### config.mk
export PLATFORM = sky130hd
export DESIGN_NAME = pc_fetch_unit_flat
export DESIGN_NICKNAME = d
export VERILOG_FILES = /design/src/rtl/pc_fetch_unit_if.sv /design/src/rtl/pc_fetch_unit.sv /design/src/flat_wrapper.sv
export SDC_FILE = /design/constraint.sdc
export NUM_CORES = 1
export LEC_CHECK = 0
export CORE_MARGIN = 3
export CORE_UTILIZATION = 43
export CTS_CLUSTER_SIZE = 14
export DETAILED_ROUTE_END_ITERATION = 8
export GPL_TIMING_DRIVEN = 0
export PLACE_DENSITY = 0.85
export SETUP_SLACK_MARGIN = 0.3
export SLEW_MARGIN = 0
export SYNTH_ARGS = -nofsm -noshare
export SYNTH_HDL_FRONTEND = slang
export SYNTH_SLANG_ARGS = --single-unit
### constraint.sdc
create_clock -name clk -period 1.8 [get_ports clk]
set_input_delay 0.36 -clock clk [delete_from_list [all_inputs] [get_ports clk]]
set_output_delay 0.36 -clock clk [all_outputs]
set_load 0.005 [all_outputs]
### src/rtl/pc_fetch_unit_if.sv
// Bus bundle between the fetch unit and its incrementer, instruction memory,
// branch source and decode stage.
interface pc_fetch_unit_if #(
    parameter int PC_WIDTH    = 11,
    parameter int INSTR_WIDTH = 16
);
    logic [PC_WIDTH-1:0]    inc_a;
    logic                   inc_cin;
    logic [PC_WIDTH-1:0]    inc_q;
    logic                   imem_req;
    logic [PC_WIDTH-1:0]    imem_addr;
    logic                   imem_ready;
    logic [INSTR_WIDTH-1:0] imem_rdata;
    logic                   branch_valid;
    logic [PC_WIDTH-1:0]    branch_target;
    logic                   instr_valid;
    logic                   instr_ready;
    logic [INSTR_WIDTH-1:0] instr;
    logic [PC_WIDTH-1:0]    instr_pc;

    modport master (
        output inc_a, inc_cin, imem_req, imem_addr, instr_valid, instr, instr_pc,
        input  inc_q, imem_ready, imem_rdata, branch_valid, branch_target, instr_ready
    );

    modport slave (
        input  inc_a, inc_cin, imem_req, imem_addr, instr_valid, instr, instr_pc,
        output inc_q, imem_ready, imem_rdata, branch_valid, branch_target, instr_ready
    );
endinterface

### src/rtl/pc_fetch_unit.sv
// PC register and instruction-fetch sequencer: one outstanding request,
// one-entry decode slot, redirects that can discard an in-flight fetch.
//
// state | meaning
// IDLE  | no request outstanding; issue when the slot is free
// WAIT  | request outstanding; its response will be captured
// DRAIN | request outstanding but redirected; its response is discarded
module pc_fetch_unit #(
    parameter int                    PC_WIDTH    = 11,
    parameter int                    INSTR_WIDTH = 16,
    parameter logic [PC_WIDTH-1:0]   RESET_PC    = '0
) (
    input  logic               clk,
    input  logic               rst_n,
    pc_fetch_unit_if.master    bus
);

    typedef enum logic [1:0] {
        IDLE  = 2'd0,
        WAIT  = 2'd1,
        DRAIN = 2'd2
    } state_t;

    state_t                 state;
    logic [PC_WIDTH-1:0]    pc;
    logic [PC_WIDTH-1:0]    fetch_addr;
    logic                   req;
    logic                   slot_valid;
    logic [INSTR_WIDTH-1:0] slot_instr;
    logic [PC_WIDTH-1:0]    slot_pc;
    logic                   slot_free;

    assign slot_free = !slot_valid || bus.instr_ready;

    assign bus.inc_a       = pc;
    assign bus.inc_cin     = 1'b1;
    assign bus.imem_req    = req;
    assign bus.imem_addr   = fetch_addr;
    assign bus.instr_valid = slot_valid;
    assign bus.instr       = slot_instr;
    assign bus.instr_pc    = slot_pc;

    always_ff @(posedge clk) begin
        if (!rst_n) begin
            state      <= IDLE;
            pc         <= RESET_PC;
            fetch_addr <= RESET_PC;
            req        <= 1'b0;
            slot_valid <= 1'b0;
            slot_instr <= '0;
            slot_pc    <= '0;
        end else begin
            // Consumption clears the slot unless a capture below refills it.
            if (bus.instr_ready) begin
                slot_valid <= 1'b0;
            end
            case (state)
                IDLE: begin
                    if (bus.branch_valid) begin
                        pc         <= bus.branch_target;
                        slot_valid <= 1'b0;
                    end else if (slot_free) begin
                        fetch_addr <= pc;
                        req        <= 1'b1;
                        state      <= WAIT;
                    end
                end
                WAIT: begin
                    if (bus.imem_ready) begin
                        req   <= 1'b0;
                        state <= IDLE;
                        if (bus.branch_valid) begin
                            pc         <= bus.branch_target;
                            slot_valid <= 1'b0;
                        end else begin
                            slot_instr <= bus.imem_rdata;
                            slot_pc    <= fetch_addr;
                            slot_valid <= 1'b1;
                            pc         <= bus.inc_q;
                        end
                    end else if (bus.branch_valid) begin
                        pc         <= bus.branch_target;
                        slot_valid <= 1'b0;
                        state      <= DRAIN;
                    end
                end
                DRAIN: begin
                    if (bus.branch_valid) begin
                        pc         <= bus.branch_target;
                        slot_valid <= 1'b0;
                    end
                    if (bus.imem_ready) begin
                        req   <= 1'b0;
                        state <= IDLE;
                    end
                end
                default: begin
                    req   <= 1'b0;
                    state <= IDLE;
                end
            endcase
        end
    end

endmodule

### src/flat_wrapper.sv
// flat-port wrapper written by rule: the top's interface ports become plain ports
module pc_fetch_unit_flat 
#(
    parameter int                    PC_WIDTH    = 11,
    parameter int                    INSTR_WIDTH = 16,
    parameter logic [PC_WIDTH-1:0]   RESET_PC    = '0
)
  (clk, rst_n, bus_inc_a, bus_inc_cin, bus_imem_req, bus_imem_addr, bus_instr_valid, bus_instr, bus_instr_pc, bus_inc_q, bus_imem_ready, bus_imem_rdata, bus_branch_valid, bus_branch_target, bus_instr_ready);
  pc_fetch_unit_if #(.PC_WIDTH(PC_WIDTH), .INSTR_WIDTH(INSTR_WIDTH)) bus_i ();
  input  logic clk;
  input  logic rst_n;
  output wire logic [$bits(bus_i.inc_a)-1:0] bus_inc_a;
  output wire logic [$bits(bus_i.inc_cin)-1:0] bus_inc_cin;
  output wire logic [$bits(bus_i.imem_req)-1:0] bus_imem_req;
  output wire logic [$bits(bus_i.imem_addr)-1:0] bus_imem_addr;
  output wire logic [$bits(bus_i.instr_valid)-1:0] bus_instr_valid;
  output wire logic [$bits(bus_i.instr)-1:0] bus_instr;
  output wire logic [$bits(bus_i.instr_pc)-1:0] bus_instr_pc;
  input wire logic [$bits(bus_i.inc_q)-1:0] bus_inc_q;
  input wire logic [$bits(bus_i.imem_ready)-1:0] bus_imem_ready;
  input wire logic [$bits(bus_i.imem_rdata)-1:0] bus_imem_rdata;
  input wire logic [$bits(bus_i.branch_valid)-1:0] bus_branch_valid;
  input wire logic [$bits(bus_i.branch_target)-1:0] bus_branch_target;
  input wire logic [$bits(bus_i.instr_ready)-1:0] bus_instr_ready;
  assign bus_inc_a = bus_i.inc_a;
  assign bus_inc_cin = bus_i.inc_cin;
  assign bus_imem_req = bus_i.imem_req;
  assign bus_imem_addr = bus_i.imem_addr;
  assign bus_instr_valid = bus_i.instr_valid;
  assign bus_instr = bus_i.instr;
  assign bus_instr_pc = bus_i.instr_pc;
  assign bus_i.inc_q = bus_inc_q;
  assign bus_i.imem_ready = bus_imem_ready;
  assign bus_i.imem_rdata = bus_imem_rdata;
  assign bus_i.branch_valid = bus_branch_valid;
  assign bus_i.branch_target = bus_branch_target;
  assign bus_i.instr_ready = bus_instr_ready;
  pc_fetch_unit #(.PC_WIDTH(PC_WIDTH), .INSTR_WIDTH(INSTR_WIDTH), .RESET_PC(RESET_PC)) u_core (.clk(clk), .rst_n(rst_n), .bus(bus_i));
endmodule
* After elaboration in Yosys (flattened, before gate mapping)
Cells that the tools add are included.
** Word-level totals
- ROM bits :: 0
- Word-level logic and storage cells :: 44
- Memories kept :: 0
- Flip-flop bits (word level) :: 53
- Latch bits :: 0
- RAM bits :: 0
** Cells by class
- Bitwise gates (word level) :: 1
- Eq/ne operators :: 7
- Reduce and logical (&&, ||, !) cells :: 10
- Div/mod/pow operators :: 0
- Multiplexer cells :: 19
- Magnitude comparators :: 0
- Shift operators :: 0
- $add $sub $neg :: 0
- Multipliers :: 0
** Operators by type and width (count)
- 11-bit two-way mux :: 3
- 11-bit one-hot mux with 2 select lines :: 1
- 2-bit two-way mux :: 5
- 3-bit AND reduction :: 3
- 1-bit two-way mux :: 7
- 2-bit one-hot mux with 3 select lines :: 1
- 2-bit by 1-bit != test with 1-bit output (second input constant) :: 2
- 2-bit != test (second input constant) :: 2
- 1-bit one-hot mux with 2 select lines :: 2
- 4-bit AND reduction :: 1
- 2-bit OR reduction :: 2
- 3-bit != test (second input constant) :: 1
- 2-bit by 1-bit equality test with 1-bit output (second input constant) :: 1
- 2-bit equality test (second input constant) :: 1
- 2-bit logical NOT :: 1
- 2-bit nonzero test :: 1
- 1-bit logical NOT :: 1
- 1-bit logical OR :: 1
- 1-bit NOT :: 1

* Logic depth before layout (Yosys ltp)
Gate-level depths: netlist (run 1).
- Depth in word-level cells :: 5
- Gate-level depth with buffers :: 8
- Depth with buffers taken out :: 6

* Least setup slack after synthesis (run 1)
Ideal clock, no wire load.
- Path type :: register to register
- Start :: reg u_core.state[0]
- End :: reg u_core.pc[1] (netlist: u_core.bus.inc_a[1])
- Cell stages (with the launch flop) :: 7
- Setup time :: 0.119 ns
- Data arrival time :: 1.375 ns
- Clock period less this slack :: 1.494 ns
- Slack :: 0.306 ns
- Buffers on the path :: 1
- Cell sequence :: dfxtp_1 -> inv_1 -> ha_1 -> nor3b_4 -> buf_6 -> a21oi_1 -> o221a_2
** On the way
- Word-level cells in the longest chain between the ends :: 3
- Elaborated cells on any way between the ends :: 6
- Classes of those cells :: eq/ne (2); mux (1); reduce/logical (3)
** RTL lines
- start: declaration :: RTL line pc_fetch_unit.sv:24 : state_t state;
- start signal: assignment :: RTL line pc_fetch_unit.sv:45 : state <= IDLE;
- start signal: assignment :: RTL line pc_fetch_unit.sv:65 : state <= WAIT;
- start signal: assignment :: RTL line pc_fetch_unit.sv:71 : state <= IDLE;
- 2-bit equality test or 2-bit logical NOT (tied branches) :: RTL line pc_fetch_unit.sv:57 : case (state)
- 2-bit OR reduction (no line)
- 11-bit one-hot mux with 2 select lines or 2-bit nonzero test (tied branches)
- end signal: assignment :: RTL line pc_fetch_unit.sv:60 : pc <= bus.branch_target;
- end signal: assignment :: RTL line pc_fetch_unit.sv:73 : pc <= bus.branch_target;
- end signal: assignment :: RTL line pc_fetch_unit.sv:79 : pc <= bus.inc_q;
- end: declaration :: RTL line pc_fetch_unit.sv:25 : logic [PC_WIDTH-1:0] pc;
Several ways; a longest one is shown, not always the timed one.
A chain may end at the register's enable or synchronous reset.

* Worst setup path in the final report (run 1)
- Start :: reg u_core.state[0]
- End :: reg u_core.pc[7] (netlist: u_core.bus.inc_a[7])
Same word-level chain as after synthesis.

==> results.sh, run 1 <==
export IMPL_wl_per_cell_um=14.9
export IMPL_drive_gt1_frac=0.321
export IMPL_start_util=0.451
export IMPL_syn_num_nets=299
export IMPL_dieWidth_um=79.6
export IMPL_ys_flop_type="dfxtp_1"
export IMPL_synth_distinct_cells=29
export IMPL_path_class="register to register"
export IMPL_critPathCaptureType="register"
export IMPL_dieArea_um2=6340
export IMPL_synth_area_leader_cell="dfxtp_1"
export IMPL_grt_max_degree=15
export IMPL_rrSetupSlack_ns=0.16
export IMPL_syn_avg_cell_area_um2=9.29
export IMPL_worst_path_max_fanout=5
export IMPL_track_usage=0.194
export IMPL_hold_violations=0
export IMPL_place_ws_ns=-0.0493
export IMPL_synth_edff_count=0
export IMPL_fin_skew_ns=0.0129
export IMPL_crit_required_ns=2.00
export IMPL_antenna_found_initial=0
export IMPL_dpl_cell_count=412
export IMPL_fin_ws_ns=0.155
export IMPL_hpwl_um=4250
export IMPL_synth_common_cells="57 x nand2_1, 53 x dfxtp_1, 22 x nor2b_1"
export IMPL_drt_initial_drc_count=86
export IMPL_final_max_slew_viol_count=0
export IMPL_netlist_instances=251
export IMPL_yosysMostFrequentCell="nand2_1"
export IMPL_synth_area_um2=2330
export IMPL_maxCapViolCount=0
export IMPL_routed_via_density=4.84
export IMPL_cts_buffer_depth=2
export IMPL_vias=2177
export IMPL_cts_sinks=53
export IMPL_portBuffers=91
export IMPL_setup_violations=0
export IMPL_cts_clk_slew_worst_paths_ns=0.10
export IMPL_synth_warnings=0
export IMPL_ys_seq_elements=53
export IMPL_synth_async_reset_ratio=0
export IMPL_crit_top_cell="buf_6"
export IMPL_ios=95
export IMPL_cts_root_buf="clkbuf_8"
export IMPL_slowest_delay_ns=0.39
export IMPL_drt_pass1_iter_count=4
export IMPL_antenna_cells=0
export IMPL_place_congestion=0.739
export IMPL_fp_row_count=26
export IMPL_p_per_area_nw_per_um2=776
export IMPL_yosysSeqAreaShare=0.455
export IMPL_crit_path_cell_trace="clkinvlp_4 -> ha_4 -> nor3b_4 -> buf_6 -> buf_6 -> a21oi_1 -> o221a_4"
export IMPL_synthTopCellsByArea="dfxtp_1 45%, nand2_1 9.2%, a21boi_1 6.4%"
export IMPL_cp_start_kind="register"
export IMPL_place_area_um2=3330
export IMPL_grt_pass1_vias=1981
export IMPL_core_area_um2=5170
export IMPL_utilization=0.764
export IMPL_hp_class="register to register"
export IMPL_hold_buffers=0
export IMPL_cts_tree="built"
export IMPL_die_h_um=79.6
export IMPL_ant_nets=0
export IMPL_grt_pass1_wl_um=9720
export IMPL_vdd_ir_drop_max_v=0.000486
export IMPL_rsz0062_at_grt="true"
export IMPL_overflow=0
export IMPL_fmax_mhz=608
export IMPL_stdcell_count=450
export IMPL_cts_buffers=5
export IMPL_period_share=0.914
export IMPL_fin_crit_ns=1.64
export IMPL_status="completed"
export IMPL_htree_levels=2
export IMPL_cpMaxStageDelayCell="dfxtp_4"
export IMPL_finish_instance_area_um2=3950
export IMPL_area_delta_synth_final_pct=69.4
export IMPL_synth_top_cell_area_share=0.455
export IMPL_clock_latency_ns=0.30
export IMPL_wl_um=6700
export IMPL_drc=0
export IMPL_crit_arrival_ns=1.84
export IMPL_p_leak_nw=2.03
export IMPL_nets=428
metal layers:
| metal | share of wire | GRT usage |
|---|---|---|
| met5 | 0 | 0 |
| met4 | 0.0088 | 0.0412 |
| met1 | 0.43 | 0.246 |
| met2 | 0.48 | 0.333 |
| met3 | 0.074 | 0.0451 |
power by group:
part | leakage, nW | internal [mW] | switching [mW]
logic | 1.54 | 0.617 | 0.433
registers | 0.448 | 1.28 | 0.0662
clock network | 0.0443 | 0.306 | 0.361
total | 2.03 | 2.21 | 0.860
sequential cells by signal (all words and copies together) (netlist names):
signal / cells
u_core.bus.inc_a: 11
u_core.bus.instr_valid: 1
u_core.bus.instr: 16
u_core.bus.imem_req: 1
u_core.bus.instr_pc: 11
u_core.bus.imem_addr: 11
u_core.state: 2
worst max-delay path, delay by kind of cell, from the launching register on:
family,cells,cell delay (ns)
AOI/OAI and AO/OA,2,0.30
adders and majority gates,1,0.21
buffers and inverters,3,0.41
DFF,1,0.39
and+or+nand+nor,1,0.23
final timing paths:
path | startpoint | to | cells past startpoint
setup / recovery | u_core.state[0] | u_core.bus.inc_a[7] | 7
hold / removal | u_core.bus.instr[12] | u_core.bus.instr[12] | 2
setup reg to reg | u_core.state[0] | u_core.bus.inc_a[7] | 7
hold reg to reg | u_core.bus.instr[12] | u_core.bus.instr[12] | 2
through the flow:
step           TNS, ns  total power, mW  hold slack [ns]
2_1_floorplan        0             1.77            0.451
3_3_place_gp    -0.146             2.09            0.439
3_5_place_dp    -0.364             2.11            0.444
4_1_cts              0             2.85            0.454
5_1_grt              0             3.23            0.474
6_report             0             3.07            0.451
logic make-up after synthesis:
family          synth area share
mux                       0.0558
fa+ha+maj                 0.0268
flops                      0.455
buf+inv                   0.0606
simple gates               0.223
other cells              0.00161
compound gates             0.178
what timing repair did:
action,4_1_cts,5_1_grt
setup buffers,17,9
pin swaps,2,14
gates resized for setup,63,74
cloned,2,3
endpoints found under the setup margin,82,75
cell type report:
class	count	area, um2
multi-input combinational	177	1270
tap	70	87.6
timing repair buffer	122	1220
buffer	19	160
fill	329	1220
clock buffer	7	86.3
inverter	2	13.8
sequential	53	1110
placed cells by master, fill, tap and decap left out, types with 2 or more instances in the layout:
cell type,n
dlygate4sd2_1,27
mux2i_1,12
o221a_4,6
clkbuf_1,6
nand2_1,57
dfxtp_1,16
buf_8,3
dlymetal6s2s_1,25
clkdlybuf4s50_1,39
buf_6,7
a21boi_0,4
a21boi_1,23
a21oi_1,4
buf_4,28
buf_2,3
o221a_2,6
dfxtp_2,36
clkbuf_8,6
a21oi_2,6
clkbuf_16,2
ha_1,2
nor2b_1,22
nor2_1,14
nor3b_4,2
ha_4,3
Power figures use the tool's default switching activity.
==> inputs of run 2 (changes only) <==
--- a/config.mk
+++ b/config.mk
@@ -16,3 +16,4 @@
 export SYNTH_ARGS = -nofsm -noshare
 export SYNTH_HDL_FRONTEND = slang
 export SYNTH_SLANG_ARGS = --single-unit
+export TNS_END_PERCENT = 20
==> run 2 against run 1 <==
- clock power decreased by 1%
- worst hold slack gained 0.0041 ns
- power is 5.3% lower
- sequential power about the same
- via count is 5.5% lower
- routed wire length is 9.8% lower
- non-clock buffer count is 18 lower
- clock skew decreased by 0.0025 ns
==> results.sh, run 2 (same netlist as run 1, synthesis figures left out) <==
export IMPL_fin_crit_ns=1.57
export IMPL_p_sw_mw=0.782
export IMPL_timing_setup_tns_ns=0
export IMPL_clock_latency_ns=0.30
export IMPL_final_max_slew_viol_count=0
export IMPL_routed_via_density=4.76
export IMPL_worst_path_max_fanout=5
export IMPL_mostFrequentLayoutCells="87 x clkdlybuf4s50_1, 51 x nand2_1, 47 x dfxtp_1"
export IMPL_crit_path_cell_trace="inv_1 -> ha_2 -> nor3b_4 -> buf_6 -> buf_6 -> a21oi_1 -> o221a_2"
export IMPL_switching_share=0.269
export IMPL_path_class="register to register"
export IMPL_status="completed"
export IMPL_hold_buffers=0
export IMPL_fin_skew_ns=0.0104
export IMPL_fill_cells=386
export IMPL_dieWidth_um=79.6
export IMPL_die_h_um=79.6
export IMPL_dieArea_um2=6340
export IMPL_crit_top_cell="buf_6"
export IMPL_utilization=0.708
export IMPL_period_share=0.873
export IMPL_grt_pass1_vias=1905
export IMPL_antenna_found_initial=0
export IMPL_internal_power_mw=2.12
export IMPL_wl_per_cell_um=14.0
export IMPL_place_congestion=0.739
export IMPL_multiInputGateArea_um2=1190
export IMPL_cts_root_buf="clkbuf_8"
export IMPL_power_frac_clock=0.227
export IMPL_rsz0062_at_grt="true"
export IMPL_fmax_mhz=637
export IMPL_wl_um=6040
export IMPL_share_seq_of_total_power=0.463
export IMPL_p_per_area_nw_per_um2=793
export IMPL_pwr_share_comb=0.310
export IMPL_critPathCaptureType="register"
export IMPL_htree_levels=2
export IMPL_drt_pass1_iter_count=4
export IMPL_final_common_cell="clkdlybuf4s50_1"
export IMPL_overflow=0
export IMPL_cts_buffers=5
export IMPL_hp_class="register to register"
export IMPL_nets=410
export IMPL_register_area_um2=1070
export IMPL_cp_start_kind="register"
export IMPL_core_area_um2=5170
export IMPL_cpMaxStageDelayCell="dfxtp_4"
export IMPL_start_util=0.451
export IMPL_vdd_ir_drop_max_v=0.000576
export IMPL_cts_sinks=53
export IMPL_vias=2057
export IMPL_grt_pass1_wl_um=9110
export IMPL_portBuffers=91
export IMPL_crit_arrival_ns=1.76
export IMPL_track_usage=0.181
export IMPL_setup_violations=0
export IMPL_grt_max_degree=15
export IMPL_ant_nets=0
export IMPL_drc=0
export IMPL_p_leak_nw=1.37
export IMPL_fp_row_count=26
export IMPL_largest_reg_flops=16
export IMPL_slowest_delay_ns=0.37
export IMPL_antenna_cells=0
export IMPL_hold_violations=0
export IMPL_cts_buffer_depth=2
export IMPL_drive_gt1_frac=0.193
export IMPL_cts_tree="built"
export IMPL_drt_initial_drc_count=58
export IMPL_maxCapViolCount=0
export IMPL_hpwl_um=4250
export IMPL_area_delta_synth_final_pct=57.0
export IMPL_ios=95
export IMPL_crit_required_ns=1.99
export IMPL_rrSetupSlack_ns=0.23
export IMPL_cts_clk_slew_worst_paths_ns=0.09
## run 2: changes by cell type in the layout (fill, tap and decap cells not counted), moves of 7 or more
cell / before / now
a21oi_1: 4 / 11
clkdlybuf4s50_1: 39 / 87
dlymetal6s2s_1: 25 / 0
dfxtp_1: 16 / 47
dfxtp_2: 36 / 4
dlygate4sd2_1: 27 / 4
buf_4: 28 / 10
## run 2: path summary, 6_finish.rpt
| kind | to | start | cells past startpoint |
|---|---|---|---|
| worst max register to register | u_core.bus.inc_a[8] | u_core.state[0] | 7 |
| worst min register to register | u_core.bus.instr_pc[2] | u_core.bus.instr_pc[2] | 2 |
| worst max-delay path | u_core.bus.inc_a[8] | u_core.state[0] | 7 |
| worst min-delay path | u_core.bus.instr_pc[2] | u_core.bus.instr_pc[2] | 2 |
## run 2: power groups by stage
stage,sequential [mW],clock [mW],combinational (mW)
after floorplan,1.35,0,0.415
after global placement,1.36,0,0.728
after detailed placement,1.36,0,0.744
after CTS,1.34,0.679,0.782
after global routing,1.36,0.743,0.977
final,1.34,0.658,0.901
## run 2: layout make-up
class	instances	area share
multi-input cells	177	0.324
inverters	2	0.00273
clock buffers	7	0.0236
plain buffers	19	0.0424
repair buffers	104	0.290
flip-flops and latches	53	0.293
well taps	70	0.0239
## run 2: layer usage
layer / track usage / share of wire
met4: 0.0412 / 0.0025
met2: 0.309 / 0.49
met1: 0.221 / 0.43
met3: 0.0564 / 0.083
met5: 0 / 0
## run 2: critical path, delay by kind of cell (launching register included)
family / cells / cell delay [ns]
compound gates: 2 / 0.31
fa+ha+maj: 1 / 0.22
buf+inv: 3 / 0.35
flops: 1 / 0.37
simple gates: 1 / 0.22
## run 2: metrics by stage
step | instances | cell area (um2) | hold slack, ns | setup slack [ns] | power (mW)
3_3_place_gp | 412 | 3330 | 0.439 | -0.0290 | 2.09
6_report | 432 | 3660 | 0.456 | 0.229 | 2.90
5_1_grt | 432 | 3660 | 0.480 | 0.171 | 3.08
2_1_floorplan | 251 | 2330 | 0.451 | 0.306 | 1.77
3_5_place_dp | 412 | 3330 | 0.444 | -0.0493 | 2.11
4_1_cts | 423 | 3460 | 0.456 | 0.230 | 2.80
## run 2: repair_timing
action	4_1_cts	5_1_grt
pin swaps	2	11
cloned	1	4
gates resized for setup	16	23
setup endpoints to repair	82	97
setup buffers	3	5
hold endpoints to repair	0	0
